File: config.mk
export PLATFORM = sky130hd
export DESIGN_NAME = pulse_sync_ack
export DESIGN_NICKNAME = d
export VERILOG_FILES = /design/src/rtl/pulse_sync_ack.sv
export SDC_FILE = /design/constraint.sdc
export NUM_CORES = 1
export LEC_CHECK = 0
export ABC_CLOCK_PERIOD_IN_PS = 3400
export BUFFER_PORTS_ARGS = -buffer_cell sky130_fd_sc_hd__buf_2
export CAP_MARGIN = 20
export CORE_MARGIN = 1.5
export CORE_UTILIZATION = 39
export CTS_CLUSTER_SIZE = 14
export DETAILED_ROUTE_END_ITERATION = 8
export GPL_TIMING_DRIVEN = 0
export PLACE_DENSITY_LB_ADDON = 0.12
export SETUP_SLACK_MARGIN = 0.3
export SYNTH_ARGS = -nofsm -noshare
export SYNTH_HDL_FRONTEND = slang
export SYNTH_SLANG_ARGS = --single-unit
File: constraint.sdc
create_clock -name clk_i -period 3.4 [get_ports clk_i]
set_input_delay 0.51 -clock clk_i [delete_from_list [all_inputs] [get_ports clk_i]]
set_output_delay 0.51 -clock clk_i [all_outputs]
set_load 0.1 [all_outputs]
File: src/rtl/pulse_sync_ack.sv
// Synchronises a held event flag from an upstream latch, clears the latch, and keeps a pending count.
// Define PULSE_SYNC_CNT_EN to build the 8-bit accepted-event counter on evt_cnt_o.
module pulse_sync_ack #(
    parameter int unsigned CLR_CYC = 2,
    parameter int unsigned TMO_CYC = 16
) (
    input  logic       clk_i,
    input  logic       rst_i,
    input  logic       latch_i,
    output logic       latch_clr_o,
    output logic       evt_o,
    output logic       evt_pend_o,
    input  logic       evt_ack_i,
    output logic       ovf_o,
    output logic       stuck_o,
    output logic [7:0] evt_cnt_o
);

    // CLEAR <-> WAIT_LOW flips two bits, but neither intermediate code is CLEAR,
    // so the decoded clear cannot glitch into the latch's async reset.
    typedef enum logic [1:0] {
        IDLE     = 2'b00,
        CLEAR    = 2'b01,
        WAIT_LOW = 2'b10
    } state_t;

    state_t     state, state_n;
    logic       s1, s2;
    logic [3:0] clr_cnt;
    logic [7:0] tmo_cnt;
    logic [3:0] pend;
    logic       evt_n;
    logic       stuck_set;

    always_ff @(posedge clk_i or posedge rst_i) begin
        if (rst_i) begin
            s1 <= 1'b0;
            s2 <= 1'b0;
        end else begin
            s1 <= latch_i;
            s2 <= s1;
        end
    end

    always_ff @(posedge clk_i or posedge rst_i) begin
        if (rst_i) begin
            state   <= IDLE;
            clr_cnt <= '0;
            tmo_cnt <= '0;
            evt_o   <= 1'b0;
            stuck_o <= 1'b0;
        end else begin
            state   <= state_n;
            evt_o   <= evt_n;
            clr_cnt <= (state == CLEAR && state_n == CLEAR) ? clr_cnt + 4'd1 : 4'd0;
            tmo_cnt <= (state == WAIT_LOW && state_n == WAIT_LOW) ? tmo_cnt + 8'd1 : 8'd0;
            if (stuck_set)
                stuck_o <= 1'b1;
        end
    end

    always_comb begin
        state_n   = state;
        evt_n     = 1'b0;
        stuck_set = 1'b0;
        case (state)
            IDLE: begin
                if (s2) begin
                    state_n = CLEAR;
                    evt_n   = 1'b1;
                end
            end
            CLEAR: begin
                if (clr_cnt == 4'(CLR_CYC - 1))
                    state_n = WAIT_LOW;
            end
            WAIT_LOW: begin
                if (!s2) begin
                    state_n = IDLE;
                end else if (tmo_cnt == 8'(TMO_CYC - 1)) begin
                    // Latch refused to drop: retry the clear without a new event.
                    state_n   = CLEAR;
                    stuck_set = 1'b1;
                end
            end
            default: state_n = IDLE;
        endcase
    end

    assign latch_clr_o = (state == CLEAR);

    always_ff @(posedge clk_i or posedge rst_i) begin
        if (rst_i) begin
            pend  <= '0;
            ovf_o <= 1'b0;
        end else if (evt_o && !evt_ack_i) begin
            if (pend == 4'd15)
                ovf_o <= 1'b1;
            else
                pend <= pend + 4'd1;
        end else if (!evt_o && evt_ack_i && pend != 4'd0) begin
            pend <= pend - 4'd1;
        end
    end

    assign evt_pend_o = (pend != 4'd0);

`ifdef PULSE_SYNC_CNT_EN
    logic [7:0] evt_cnt;

    always_ff @(posedge clk_i or posedge rst_i) begin
        if (rst_i)
            evt_cnt <= '0;
        else if (evt_o)
            evt_cnt <= evt_cnt + 8'd1;
    end

    assign evt_cnt_o = evt_cnt;
`else
    assign evt_cnt_o = '0;
`endif

endmodule

==> flow_summary.html <==
<table>
<tr><th>Metric</th><th>Value</th></tr>
<tr><th colspan="2">CTS</th></tr>
<tr><td>Number of buffers created by CTS</td><td>3</td></tr>
<tr><td>CTS Sinks</td><td>23</td></tr>
<tr><td>Max clock buf depth</td><td>2</td></tr>
<tr><td>Clock tree from TritonCTS</td><td>done</td></tr>
<tr><td>Clock root buffer master</td><td>sky130_fd_sc_hd__clkbuf_4</td></tr>
<tr><td># hold bufs at CTS</td><td>0</td></tr>
<tr><td>Number of levels the H-tree was split into</td><td>1</td></tr>
<tr><td>Clock edge transition at the registers on the reported setup and hold paths</td><td>between 0.1 and 0.15 ns</td></tr>
<tr><td>Clk Latency, worst-skew pair</td><td>~0.31 ns</td></tr>
<tr><td>Post-cts repair resize count</td><td>0</td></tr>
<tr><td>Post-CTS setup buffer count</td><td>0</td></tr>
<tr><th colspan="2">Setup path</th></tr>
<tr><td>Setup slack of the worst register-to-register path</td><td>about 1.7 ns</td></tr>
<tr><td>Critical-path maximum fanout</td><td>5</td></tr>
<tr><td>Kind of end point of the critical path</td><td>primary output</td></tr>
<tr><td>Reg2reg start</td><td>evt_o</td></tr>
<tr><td>Cell breakdown of the critical path</td><td>or4_4 &gt; buf_2</td></tr>
<tr><td>Type of the worst setup path</td><td>register to primary output</td></tr>
<tr><td>Slowest cell on the critical path</td><td>sky130_fd_sc_hd__or4_4</td></tr>
<tr><td>Reg2Reg Capture Point</td><td>pend[3]</td></tr>
<tr><td>Type of element launching the critical path</td><td>register</td></tr>
<tr><td>Number of cell instances on the worst register-to-register path</td><td>6</td></tr>
<tr><td>Data arrival, critical path</td><td>roughly 1.7 ns</td></tr>
<tr><td>Crit path required time</td><td>2.89 ns</td></tr>
<tr><td>Biggest cell delay along the critical path</td><td>between 0.5 and 0.6 ns</td></tr>
<tr><th colspan="2">Route</th></tr>
<tr><td>Routed vias</td><td>719</td></tr>
<tr><td>Average detailed-routed wire length per instance</td><td>roughly 11 microns</td></tr>
<tr><td>Number of DRC markers in iteration 0</td><td>8</td></tr>
<tr><td>Post-detailed-route count of antenna-violating nets</td><td>0</td></tr>
<tr><td>Total wirelength of the detailed-routed design</td><td>about 1700 microns</td></tr>
<tr><td>Number of search-and-repair iterations in the first detailed-routing pass</td><td>4</td></tr>
<tr><td>Post-detailed-route DRC marker count</td><td>0</td></tr>
<tr><td>Vias per std cell</td><td>~4.7</td></tr>
<tr><th colspan="2">Synth</th></tr>
<tr><td>Primary flip-flop cell chosen by synthesis mapping</td><td>sky130_fd_sc_hd__dfrtp_1</td></tr>
<tr><td>Adder-cell area share of the yosys netlist</td><td>slightly above 7%</td></tr>
<tr><td>Synth top area share</td><td>between 50% and 60%</td></tr>
<tr><td>Area share of and/or/nand/nor cells after synthesis</td><td>around a fifth</td></tr>
<tr><td>Most area-consuming cells after synthesis</td><td>sky130_fd_sc_hd__dfrtp_1 50%, sky130_fd_sc_hd__ha_1 5.5%, sky130_fd_sc_hd__buf_4 5.3%</td></tr>
<tr><td>Area of the mapped netlist</td><td>about 0.0011 sq mm</td></tr>
<tr><td>Area fraction in compound gates after synthesis</td><td>around 5.6%</td></tr>
<tr><td>Synthesized area per cell</td><td>roughly 11 sq um</td></tr>
<tr><td>Yosys warns</td><td>0</td></tr>
<tr><td>Syn Inst Count</td><td>between 100 and 150</td></tr>
<tr><td>Top post-synthesis cells by count</td><td>23 x sky130_fd_sc_hd__dfrtp_1, 13 x sky130_fd_sc_hd__nor2_1, 8 x sky130_fd_sc_hd__buf_4</td></tr>
<tr><td>Post-synth EDFFs</td><td>0</td></tr>
<tr><td>Unique cell type count in the Yosys netlist</td><td>30</td></tr>
<tr><td>Cell with the most instances after synthesis</td><td>sky130_fd_sc_hd__dfrtp_1</td></tr>
<tr><td>Post-synthesis cell type with the largest combined area</td><td>sky130_fd_sc_hd__dfrtp_1</td></tr>
<tr><td>Synth Area in XOR/XNOR</td><td>just over 6%</td></tr>
<tr><td>Dominant combinational cell family by area after synthesis</td><td>simple AND/OR/NAND/NOR gates</td></tr>
<tr><td>Post-synth ARST share</td><td>100%</td></tr>
<tr><td>Multiplexer share of the synthesized area</td><td>about 3.5%</td></tr>
<tr><td>Share of the yosys chip area belonging to registers</td><td>50.5%</td></tr>
<tr><td>Synthesis-stage register bit count</td><td>23</td></tr>
<tr><th colspan="2">GRT</th></tr>
<tr><td>Number of antenna violations at the first check in global routing</td><td>0</td></tr>
<tr><td>Total GRT Usage</td><td>12.4%</td></tr>
<tr><td>Total congestion overflow after global routing</td><td>0</td></tr>
<tr><td>GR met1 Demand/Resource</td><td>~17%</td></tr>
<tr><td>Routing usage on met3</td><td>approximately 4%</td></tr>
<tr><td>Global-route track usage on met2</td><td>19.2%</td></tr>
<tr><td>Pin count of the biggest net entering global routing</td><td>24</td></tr>
<tr><td>Number of global-route vias before repair</td><td>roughly 700</td></tr>
<tr><td>First-pass GRT wire length</td><td>between 3000 and 4000 microns</td></tr>
<tr><td>Busiest metal layer after global routing</td><td>met2</td></tr>
<tr><th colspan="2">STA</th></tr>
<tr><td>Clock skew after layout</td><td>just over 0.005 ns</td></tr>
<tr><td>Final Slew Violations</td><td>0</td></tr>
<tr><td>Total negative slack</td><td>0 ns</td></tr>
<tr><td>Max frequency</td><td>roughly 0.46 GHz</td></tr>
<tr><td>Final setup fails</td><td>0</td></tr>
<tr><td>Worst slew margin</td><td>about two fifths</td></tr>
<tr><td>Hold Vio Cnt, Final</td><td>0</td></tr>
<tr><td>Worst slew pin tran</td><td>0.871 ns</td></tr>
<tr><td>Post-layout minimum cycle time</td><td>roughly 2.2 ns</td></tr>
<tr><td>Crit share post-route</td><td>roughly 65%</td></tr>
<tr><td>Setup repair after global routing missed its margin</td><td>false</td></tr>
<tr><th colspan="2">Place</th></tr>
<tr><td>Port Buffers</td><td>8</td></tr>
<tr><td>Post-detail-place hpwl</td><td>roughly 1300 microns</td></tr>
<tr><td>Placed cell count</td><td>around 150</td></tr>
<tr><td>GP Congestion</td><td>0.740</td></tr>
<tr><th colspan="2">Worst hold path</th></tr>
<tr><td>Worst hold endpoint</td><td>s1</td></tr>
<tr><td>Hold Path Depth</td><td>1</td></tr>
<tr><td>Hold path start</td><td>latch_i</td></tr>
<tr><td>Hold/Removal Path Class</td><td>input pin to register</td></tr>
<tr><th colspan="2">Floorplan</th></tr>
<tr><td>Effective utilization at floorplan</td><td>about two fifths</td></tr>
<tr><td>Number of I/O pins</td><td>17</td></tr>
<tr><td>Die span in x</td><td>57.1 microns</td></tr>
<tr><td>Site row count</td><td>19</td></tr>
<tr><td>Total Die Area</td><td>between 0.003 and 0.004 sq mm</td></tr>
<tr><td>Placeable Area</td><td>around 0.0028 sq mm</td></tr>
<tr><td>Die outline height</td><td>57.1 microns</td></tr>
<tr><th colspan="2">Final layout</th></tr>
<tr><td>Cell Count, Final, Fillers Out</td><td>roughly 150</td></tr>
<tr><td>Share of post-route cells with drive strength above 1</td><td>a little under a quarter</td></tr>
<tr><td>Number of nets in the finished design</td><td>around 130</td></tr>
<tr><td>Growth of design area from synthesis to finish</td><td>11.9%</td></tr>
<tr><td>Final antenna diode count</td><td>0</td></tr>
<tr><th colspan="2">Run</th></tr>
<tr><td>Max_cap viols</td><td>0</td></tr>
<tr><th colspan="2">Pwr</th></tr>
<tr><td>Leak Pwr</td><td>0.000600 uW</td></tr>
<tr><td>Maximum VDD drop</td><td>~0.00084 V</td></tr>
<tr><td>Power density over the cells</td><td>792 mW/mm^2</td></tr>
<tr><th colspan="2">Status</th></tr>
<tr><td>Run status</td><td>complete, no violations</td></tr>
</table>
[logic make-up after synthesis]
group | count (synthesis)
simple gates | 38
flops | 23
buf+inv | 13
compound gates | 11
xor+xnor | 8
fa+ha+maj | 6
mux | 3
other cells | 1
[per-stage QoR]
stage / total power, uW / area [sq um] / hold WS [ns] / setup slack [ns] / utilization, %
global placement: 877 / 1240 / 0.338 / 1.39 / 45.1
finish: 1010 / 1270 / 0.291 / 1.20 / 46.2
CTS: 1030 / 1270 / 0.270 / 1.18 / 46.2
global route: 1080 / 1270 / 0.255 / 1.13 / 46.2
floorplan: 814 / 1170 / 0.331 / 1.10 / -
detailed placement: 888 / 1240 / 0.342 / 1.38 / 45.1
[routing by layer]
metal | wire length, microns | up-vias
met5 | 0 | -
li1 | - | 370
met4 | 15 | 0
met1 | 826 | 337
met3 | 57 | 2
met2 | 814 | 10
[layout by cell type (no fill, tap or decap), types with 2 or more instances in the layout]
cell type	synthesis	routed
sky130_fd_sc_hd__a21oi_1	5	5
sky130_fd_sc_hd__buf_2	0	8
sky130_fd_sc_hd__buf_4	8	8
sky130_fd_sc_hd__clkbuf_4	0	3
sky130_fd_sc_hd__conb_1	1	8
sky130_fd_sc_hd__dfrtp_1	23	23
sky130_fd_sc_hd__ha_1	5	5
sky130_fd_sc_hd__inv_1	5	5
sky130_fd_sc_hd__mux2_4	2	2
sky130_fd_sc_hd__nand2_1	3	3
sky130_fd_sc_hd__nand2b_1	4	4
sky130_fd_sc_hd__nand3_1	3	3
sky130_fd_sc_hd__nand3b_1	2	2
sky130_fd_sc_hd__nand4_1	3	3
sky130_fd_sc_hd__nor2_1	13	13
sky130_fd_sc_hd__o21ai_0	3	3
sky130_fd_sc_hd__o21bai_1	2	2
sky130_fd_sc_hd__xnor2_1	3	3
sky130_fd_sc_hd__xor2_1	5	5
[critical path, delay by kind of cell, from the launching register on]
kind / cells / cell delay, ns
buffers and inverters: 1 / 0.31
flip-flops: 1 / 0.47
AND/OR/NAND/NOR: 1 / 0.58
[layout make-up]
class | count | area, sq um
buffer | 8 | 60.1
clock buffer | 3 | 22.5
clock inverter | 1 | 7.51
fill | 280 | 1480
inverter | 5 | 18.8
multi-input combinational | 74 | 512
sequential | 23 | 576
tap | 31 | 38.8
timing repair buffer | 8 | 40.0
[sequential cells by signal (all words and copies together) (netlist names)]
name and flops:
clr_cnt 4, evt_o 1, ovf_o 1, pend 4, s1 1, s2 1
state 2, stuck_o 1, tmo_cnt 8
[where the power goes]
part | switching, uW | total (uW) | internal [uW]
clock | 88.5 | 133 | 44.9
sequential | 60.9 | 398 | 337
combinational | 318 | 478 | 159
[worst max-delay path by stage]
stage | start | end | slack, ns | cells after the start
after CTS | pend[0] | evt_pend_o | 1.18 | 2
final | pend[0] | evt_pend_o | 1.20 | 2
after floorplan | evt_o | pend[3] | 1.10 | 6
after global routing | pend[0] | evt_pend_o | 1.13 | 2
after detailed placement | evt_ack_i | pend[3] | 1.38 | 7
after global placement | evt_ack_i | pend[3] | 1.39 | 7
Note: power is estimated with default switching activity, not from simulation.
